## config.mk

```make
export PLATFORM = sky130hd
export DESIGN_NAME = cnn_load_sequencer
export DESIGN_NICKNAME = d
export VERILOG_FILES = /design/src/rtl/cnn_load_sequencer.sv
export SDC_FILE = /design/constraint.sdc
export NUM_CORES = 1
export LEC_CHECK = 0
export ABC_AREA = 1
export CAP_MARGIN = 5
export CORE_MARGIN = 2
export CORE_UTILIZATION = 45
export DETAILED_ROUTE_END_ITERATION = 10
export HOLD_SLACK_MARGIN = 0.15
export PLACE_DENSITY = 0.67
export RECOVER_POWER = 100
export SLEW_MARGIN = 40
export SYNTH_ARGS = -nofsm -noshare
export SYNTH_HDL_FRONTEND = slang
export SYNTH_SLANG_ARGS = --single-unit
```

## constraint.sdc

```tcl
create_clock -name clkIn -period 13.5 [get_ports clkIn]
set_clock_uncertainty 0.2 [all_clocks]
set_input_delay 1.35 -clock clkIn [delete_from_list [all_inputs] [get_ports clkIn]]
set_output_delay 1.35 -clock clkIn [all_outputs]
set_load 0.02 [all_outputs]
```

## src/rtl/cnn_load_sequencer.sv

```systemverilog
// Load sequencer for one convolution job: unpacks header/payload streams for the
// data and filter matrices, packs payload into bus writes, then starts the accelerator.
module cnn_load_sequencer #(
  parameter int BUS_ADDR_WIDTH = 32,
  parameter int BUS_DATA_WIDTH = 64,
  parameter int DATA_WIDTH     = 32,
  parameter int MAX_SIZE       = 4096,
  parameter int FILT_BASE_ADDR = 2048,
  localparam int NUM_WORDS = BUS_DATA_WIDTH / DATA_WIDTH,
  localparam int WE_WIDTH  = DATA_WIDTH / 8,
  localparam int DIM_WIDTH = $clog2(MAX_SIZE) + 1
) (
  input  logic                        clkIn,
  input  logic                        rstIn,
  input  logic [DATA_WIDTH-1:0]       dataIn,
  input  logic                        dataValidIn,
  input  logic                        dataLastIn,
  output logic                        dataReadyOut,
  input  logic [DATA_WIDTH-1:0]       filtIn,
  input  logic                        filtValidIn,
  input  logic                        filtLastIn,
  output logic                        filtReadyOut,
  output logic [DIM_WIDTH-1:0]        dataColsOut,
  output logic [DIM_WIDTH-1:0]        dataRowsOut,
  output logic [DIM_WIDTH-1:0]        filtColsOut,
  output logic [DIM_WIDTH-1:0]        filtRowsOut,
  output logic [BUS_ADDR_WIDTH-1:0]   addrOut,
  output logic [BUS_DATA_WIDTH/8-1:0] wrEnOut,
  output logic [BUS_DATA_WIDTH-1:0]   wrDataOut,
  output logic                        startOut,
  input  logic                        doneIn,
  output logic                        busyOut,
  output logic                        errorOut
);

  localparam int LANE_W = (NUM_WORDS > 1) ? $clog2(NUM_WORDS) : 1;
  localparam int BE_W   = BUS_DATA_WIDTH / 8;

  localparam logic [3:0] IDLE   = 4'd0;
  localparam logic [3:0] DCOLS  = 4'd1;
  localparam logic [3:0] DROWS  = 4'd2;
  localparam logic [3:0] DLOAD  = 4'd3;
  localparam logic [3:0] DDRAIN = 4'd4;
  localparam logic [3:0] FCOLS  = 4'd5;
  localparam logic [3:0] FROWS  = 4'd6;
  localparam logic [3:0] FLOAD  = 4'd7;
  localparam logic [3:0] FDRAIN = 4'd8;
  localparam logic [3:0] START  = 4'd9;
  localparam logic [3:0] WAIT   = 4'd10;

  logic [3:0]                state_q, state_d;
  logic [DIM_WIDTH-1:0]      data_cols_q, data_cols_d, data_rows_q, data_rows_d;
  logic [DIM_WIDTH-1:0]      filt_cols_q, filt_cols_d, filt_rows_q, filt_rows_d;
  logic                      cols_big_q, cols_big_d;
  logic [DIM_WIDTH-1:0]      size_q, size_d;
  logic [DIM_WIDTH-1:0]      elem_q, elem_d;
  logic [LANE_W-1:0]         lane_q, lane_d;
  logic [NUM_WORDS-1:0]      fill_q, fill_d;
  logic [BUS_DATA_WIDTH-1:0] pack_q, pack_d;
  logic [BUS_ADDR_WIDTH-1:0] addr_q, addr_d;
  logic [BUS_ADDR_WIDTH-1:0] wr_addr_q, wr_addr_d;
  logic [BE_W-1:0]           wr_en_q, wr_en_d;
  logic [BUS_DATA_WIDTH-1:0] wr_data_q, wr_data_d;
  logic                      start_q, start_d;
  logic                      busy_q, busy_d;
  logic                      error_q, error_d;

  logic                      is_filt, s_valid, s_last, beat, word_big, hdr_bad, group_full;
  logic [DATA_WIDTH-1:0]     s_word;
  logic [DIM_WIDTH-1:0]      cur_cols, elem_plus;
  logic [2*DIM_WIDTH-1:0]    prod;
  logic [NUM_WORDS-1:0]      fill_merge;
  logic [BUS_DATA_WIDTH-1:0] pack_merge;
  logic [BE_W-1:0]           we_merge;

  assign dataReadyOut = (state_q == DCOLS) || (state_q == DROWS) ||
                        (state_q == DLOAD) || (state_q == DDRAIN);
  assign filtReadyOut = (state_q == FCOLS) || (state_q == FROWS) ||
                        (state_q == FLOAD) || (state_q == FDRAIN);

  assign is_filt  = filtReadyOut;
  assign s_word   = is_filt ? filtIn : dataIn;
  assign s_valid  = is_filt ? filtValidIn : dataValidIn;
  assign s_last   = is_filt ? filtLastIn : dataLastIn;
  assign beat     = s_valid && (dataReadyOut || filtReadyOut);
  assign cur_cols = is_filt ? filt_cols_q : data_cols_q;
  assign word_big = s_word > DATA_WIDTH'(MAX_SIZE);
  assign prod     = (2*DIM_WIDTH)'(cur_cols) * (2*DIM_WIDTH)'(s_word[DIM_WIDTH-1:0]);
  // Oversized header words are flagged separately since the latched dims are truncated.
  assign hdr_bad  = s_last || (cur_cols == '0) || (s_word == '0) || cols_big_q ||
                    word_big || (prod > (2*DIM_WIDTH)'(MAX_SIZE));

  assign elem_plus  = elem_q + DIM_WIDTH'(1);
  assign group_full = (lane_q == LANE_W'(NUM_WORDS - 1)) || s_last;
  assign fill_merge = fill_q | (NUM_WORDS'(1) << lane_q);

  always_comb begin
    pack_merge = pack_q;
    pack_merge[lane_q*DATA_WIDTH +: DATA_WIDTH] = s_word;
  end

  generate
    for (genvar gi = 0; gi < NUM_WORDS; gi++) begin : g_we
      assign we_merge[gi*WE_WIDTH +: WE_WIDTH] = {WE_WIDTH{fill_merge[gi]}};
    end
  endgenerate

  always_comb begin
    state_d     = state_q;
    data_cols_d = data_cols_q;
    data_rows_d = data_rows_q;
    filt_cols_d = filt_cols_q;
    filt_rows_d = filt_rows_q;
    cols_big_d  = cols_big_q;
    size_d      = size_q;
    elem_d      = elem_q;
    lane_d      = lane_q;
    fill_d      = fill_q;
    pack_d      = pack_q;
    addr_d      = addr_q;
    wr_addr_d   = wr_addr_q;
    wr_en_d     = '0;
    wr_data_d   = wr_data_q;
    start_d     = 1'b0;
    busy_d      = busy_q;
    error_d     = error_q;

    case (state_q)
      IDLE: begin
        if (dataValidIn) begin
          state_d = DCOLS;
          busy_d  = 1'b1;
          error_d = 1'b0;
        end
      end
      DCOLS, FCOLS: begin
        if (beat) begin
          if (is_filt) filt_cols_d = s_word[DIM_WIDTH-1:0];
          else         data_cols_d = s_word[DIM_WIDTH-1:0];
          cols_big_d = word_big;
          if (s_last) begin
            error_d = 1'b1;
            busy_d  = 1'b0;
            state_d = IDLE;
          end else begin
            state_d = is_filt ? FROWS : DROWS;
          end
        end
      end
      DROWS, FROWS: begin
        if (beat) begin
          if (is_filt) filt_rows_d = s_word[DIM_WIDTH-1:0];
          else         data_rows_d = s_word[DIM_WIDTH-1:0];
          if (hdr_bad) begin
            error_d = 1'b1;
            busy_d  = !s_last;
            state_d = s_last ? IDLE : (is_filt ? FDRAIN : DDRAIN);
          end else begin
            size_d  = prod[DIM_WIDTH-1:0];
            elem_d  = '0;
            lane_d  = '0;
            fill_d  = '0;
            pack_d  = '0;
            addr_d  = is_filt ? BUS_ADDR_WIDTH'(FILT_BASE_ADDR) : '0;
            state_d = is_filt ? FLOAD : DLOAD;
          end
        end
      end
      DLOAD, FLOAD: begin
        if (beat) begin
          elem_d = elem_plus;
          if (group_full) begin
            wr_en_d   = we_merge;
            wr_data_d = pack_merge;
            wr_addr_d = addr_q;
            addr_d    = addr_q + BUS_ADDR_WIDTH'(1);
            lane_d    = '0;
            fill_d    = '0;
            pack_d    = '0;
          end else begin
            pack_d = pack_merge;
            fill_d = fill_merge;
            lane_d = lane_q + LANE_W'(1);
          end
          if (s_last) begin
            if (elem_plus == size_q) begin
              state_d = is_filt ? START : FCOLS;
            end else begin
              error_d = 1'b1;
              busy_d  = 1'b0;
              state_d = IDLE;
            end
          end else if (elem_plus == size_q) begin
            error_d = 1'b1;
            state_d = is_filt ? FDRAIN : DDRAIN;
          end
        end
      end
      DDRAIN, FDRAIN: begin
        if (beat && s_last) begin
          busy_d  = 1'b0;
          state_d = IDLE;
        end
      end
      START: begin
        start_d = 1'b1;
        state_d = WAIT;
      end
      WAIT: begin
        if (doneIn) begin
          busy_d  = 1'b0;
          state_d = IDLE;
        end
      end
      default: state_d = IDLE;
    endcase
  end

  always_ff @(posedge clkIn) begin
    if (rstIn) begin
      state_q     <= IDLE;
      data_cols_q <= '0;
      data_rows_q <= '0;
      filt_cols_q <= '0;
      filt_rows_q <= '0;
      cols_big_q  <= 1'b0;
      size_q      <= '0;
      elem_q      <= '0;
      lane_q      <= '0;
      fill_q      <= '0;
      pack_q      <= '0;
      addr_q      <= '0;
      wr_addr_q   <= '0;
      wr_en_q     <= '0;
      wr_data_q   <= '0;
      start_q     <= 1'b0;
      busy_q      <= 1'b0;
      error_q     <= 1'b0;
    end else begin
      state_q     <= state_d;
      data_cols_q <= data_cols_d;
      data_rows_q <= data_rows_d;
      filt_cols_q <= filt_cols_d;
      filt_rows_q <= filt_rows_d;
      cols_big_q  <= cols_big_d;
      size_q      <= size_d;
      elem_q      <= elem_d;
      lane_q      <= lane_d;
      fill_q      <= fill_d;
      pack_q      <= pack_d;
      addr_q      <= addr_d;
      wr_addr_q   <= wr_addr_d;
      wr_en_q     <= wr_en_d;
      wr_data_q   <= wr_data_d;
      start_q     <= start_d;
      busy_q      <= busy_d;
      error_q     <= error_d;
    end
  end

  assign dataColsOut = data_cols_q;
  assign dataRowsOut = data_rows_q;
  assign filtColsOut = filt_cols_q;
  assign filtRowsOut = filt_rows_q;
  assign addrOut     = wr_addr_q;
  assign wrEnOut     = wr_en_q;
  assign wrDataOut   = wr_data_q;
  assign startOut    = start_q;
  assign busyOut     = busy_q;
  assign errorOut    = error_q;

endmodule

```

==> impl_metrics.py <==
metrics = {
    "synth": {
        "synth_top_area_share_pct": 30.1,
        "syn_area_per_cell_um2": 6.99,
        "synth_top_area_cell": "dfxtp_1",
        "synth_warnings": 0,
        "netlist_top_cells_area": "dfxtp_1 30%, nand2_1 14%, fa_1 13%",
        "synth-xor-area-share_pct": 1.86,
        "yosysMostFrequentCell": "nand2_1",
        "synthMuxAreaShare_pct": 0,
        "ys_top_cells_by_count": "698 x nand2_1, 354 x inv_1, 283 x dfxtp_1",
        "synthAdderAreaFrac_pct": 17.7,
        "synth_top_family_by_area": "simple AND/OR/NAND/NOR gates",
        "syn_area_mm2": 0.0188,
        "synth-simple-area-share_pct": 26.8,
        "async_flop_share_pct": 0,
        "synth_seq_cells": 283,
        "synth.yosys.seq_area_share_pct": 30.1,
        "synth_compound_area_share_pct": 12.7,
        "synth_ff_type": "dfxtp_1",
        "synth_edf_count": 0,
        "yosysUniqueCellTypes": 43,
        "synthCells": 2688,
        "syn_nets": 2953,
    },
    "layout": {
        "final_cell_count_no_fill": 3390,
        "drive_gt1_share_pct": 3.67,
        "synthToLayoutAreaGrowth_pct": 18.5,
        "design_area_mm2": 0.0223,
        "nFillCells": 3998,
        "diodes": 0,
        "fin_util_pct": 54.3,
        "nets": 3099,
    },
    "place": {
        "io_buffers": 231,
        "dp_slack_ps": 4100,
        "dpl_cell_area_mm2": 0.0213,
        "gp_congestion": 0.934,
        "hpwl_um": 44200,
        "dp.cells": 3334,
    },
    "worst_setup_path": {
        "arrival_ps": 11130,
        "startpoint_type": "register",
        "worstPathMaxFanout": 63,
        "worst_setup_path_end_kind": "register",
        "cpPeakStageDelay_ps": 1410,
        "cp_common_cell": "nand2_1",
        "worstReg2RegStart": "state_q[0]",
        "crit_start": "state_q[0]",
        "rr_worst_depth": 38,
        "reg2reg_slack_ps": 2500,
        "path_class": "reg -> reg",
        "cpMaxStageDelayCell": "clkbuf_1",
        "worstPathRequired_ps": 13620,
        "reg2reg_to": "addr_q[1]",
    },
    "sta": {
        "period_needed_ps": 11000,
        "setup_ws_ps": 2500,
        "fmaxAchievable_mhz": 90.9,
        "setup_tns_ps": 0,
        "slew_violations": 320,
        "period_share_pct": 81.5,
        "rsz0062_at_grt": "no",
        "finalHoldViolations": 0,
        "whs_ps": 239,
        "setup_violations": 0,
        "slew_headroom_pct": -137,
        "max_slew.worst_pin.slew_ps": 3560,
    },
    "detailed_routing": {
        "viasPerCell": 5.39,
        "ant_nets": 0,
        "wirelength_um": 60900,
        "via_count": 18289,
        "drt_iter0_drc": 1532,
        "drc_errors": 0,
        "wire_per_inst_um": 18.0,
        "dr.pass1.iters": 6,
    },
    "pwr": {
        "power.density_mw_per_mm2": 103,
        "p_leak_nw": 10.1,
        "ir_drop_mv": 0.105,
        "total_power_mw": 2.30,
    },
    "floorplan": {
        "ioPinCount": 232,
        "std_cell_rows": 74,
        "die_x_um": 208,
        "initial_core_util_pct": 45.8,
        "die_area_mm2": 0.0434,
        "dieHeight_um": 208,
        "coreArea_mm2": 0.0410,
    },
    "clock_tree": {
        "postCtsHoldBufs": 0,
        "cts.sinks": 283,
        "cts.htree.levels": 1,
        "clkTransAtPathRegs_ps": 60,
        "clk_path_buf_depth": 3,
        "clk_latency_ps": 580,
        "cts_resized": 0,
        "cts_inserted_buffers": 30,
        "ctsRootBufferMaster": "clkbuf_16",
        "cts_tree": "done",
        "postCtsSetupRepairBufs": 0,
    },
    "job": {
        "maxCapViolations": 5,
    },
    "grt": {
        "track_usage_pct": 28.0,
        "grt_antenna_before_repair": 2,
        "grt.overflow.total": 0,
        "grt_max_degree": 109,
        "grt_pass1_wl_um": 98100,
        "grt_pass1_vias": 17653,
    },
    "run_status": {
        "violations": "max-capacitance violations, max-slew violations",
        "status": "finished with violations",
    },
    "min_path": {
        "hold_path.class": "reg -> reg",
        "min_from": "pack_q[36]",
        "hold-path-endpoint": "pack_q[36]",
        "hold_depth": 2,
    },
}
-- sequential cells by signal (all words and copies together), names as in the netlist --
register	count
pack_q	64
wrDataOut	64
addrOut	32
addr_q	32
dataColsOut	13
dataRowsOut	13
elem_q	13
filtColsOut	13
filtRowsOut	13
size_q	13
state_q	4
fill_q	2
wrEnOut	2
busyOut	1
cols_big_q	1
errorOut	1
lane_q	1
startOut	1
-- power by group --
group	switching (mW)	leakage, nW	total, mW	internal (mW)
Combinational	0.416	7.34	0.629	0.213
Sequential	0.0109	2.28	0.858	0.847
Clock	0.345	0.492	0.812	0.468
Total	0.771	10.1	2.30	1.53
-- critical path: cells and delay by family, from the launching register on --
| kind | cells | cell delay [ps] |
|---|---|---|
| fa+ha+maj | 6 | 2960 |
| buf+inv | 10 | 2520 |
| simple gates | 21 | 4270 |
| compound gates | 1 | 260 |
| flops | 1 | 440 |
-- worst max-delay path by stage --
stage	end	slack, ps	depth (start not counted)
after CTS	addr_q[4]	4110	38
after floorplan	elem_q[2]	6350	36
after global routing	elem_q[1]	1650	36
final	addr_q[1]	2500	38
after detailed placement	addr_q[4]	4100	30
after global placement	addr_q[11]	4290	36
-- routing by layer --
metal / global-route usage [%] / part of all wire [%]
met1: 38.1 / 44
met2: 45.7 / 46
met3: 5.58 / 8.1
met4: 6.57 / 2.3
met5: 0 / 0.048
-- kinds of logic (layout without fill, tap and decap cells) --
| family | after synthesis | count (layout) |
|---|---|---|
| and+or+nand+nor | 1216 | 1216 |
| AOI/OAI and AO/OA | 452 | 452 |
| xor gates and xnor gates | 40 | 40 |
| adders and majority gates | 194 | 194 |
| buffers and inverters | 503 | 673 |
| DFF | 283 | 283 |
-- cell type report --
type | count | area (um2) | area share [%]
Clock buffer | 43 | 870 | 3.90
Multi-Input combinational cell | 1902 | 11100 | 50.0
Timing Repair Buffer | 251 | 2450 | 11.0
Inverter | 366 | 1380 | 6.18
Clock inverter | 13 | 113 | 0.505
Tap cell | 532 | 666 | 2.99
Sequential cell | 283 | 5670 | 25.4
-- layout by cell type, fill, tap and decap left out, types with 30 or more instances in the layout --
master	instances
a21oi_1	185
a31oi_1	64
clkbuf_16	30
clkdlybuf4s50_1	70
dfxtp_1	282
dlygate4sd3_1	160
fa_1	121
ha_1	73
inv_1	352
nand2_1	697
nand3_1	118
nand4_1	31
nor2_1	280
nor3_1	31
o21ai_0	175
Power figures use the tool's default switching activity.
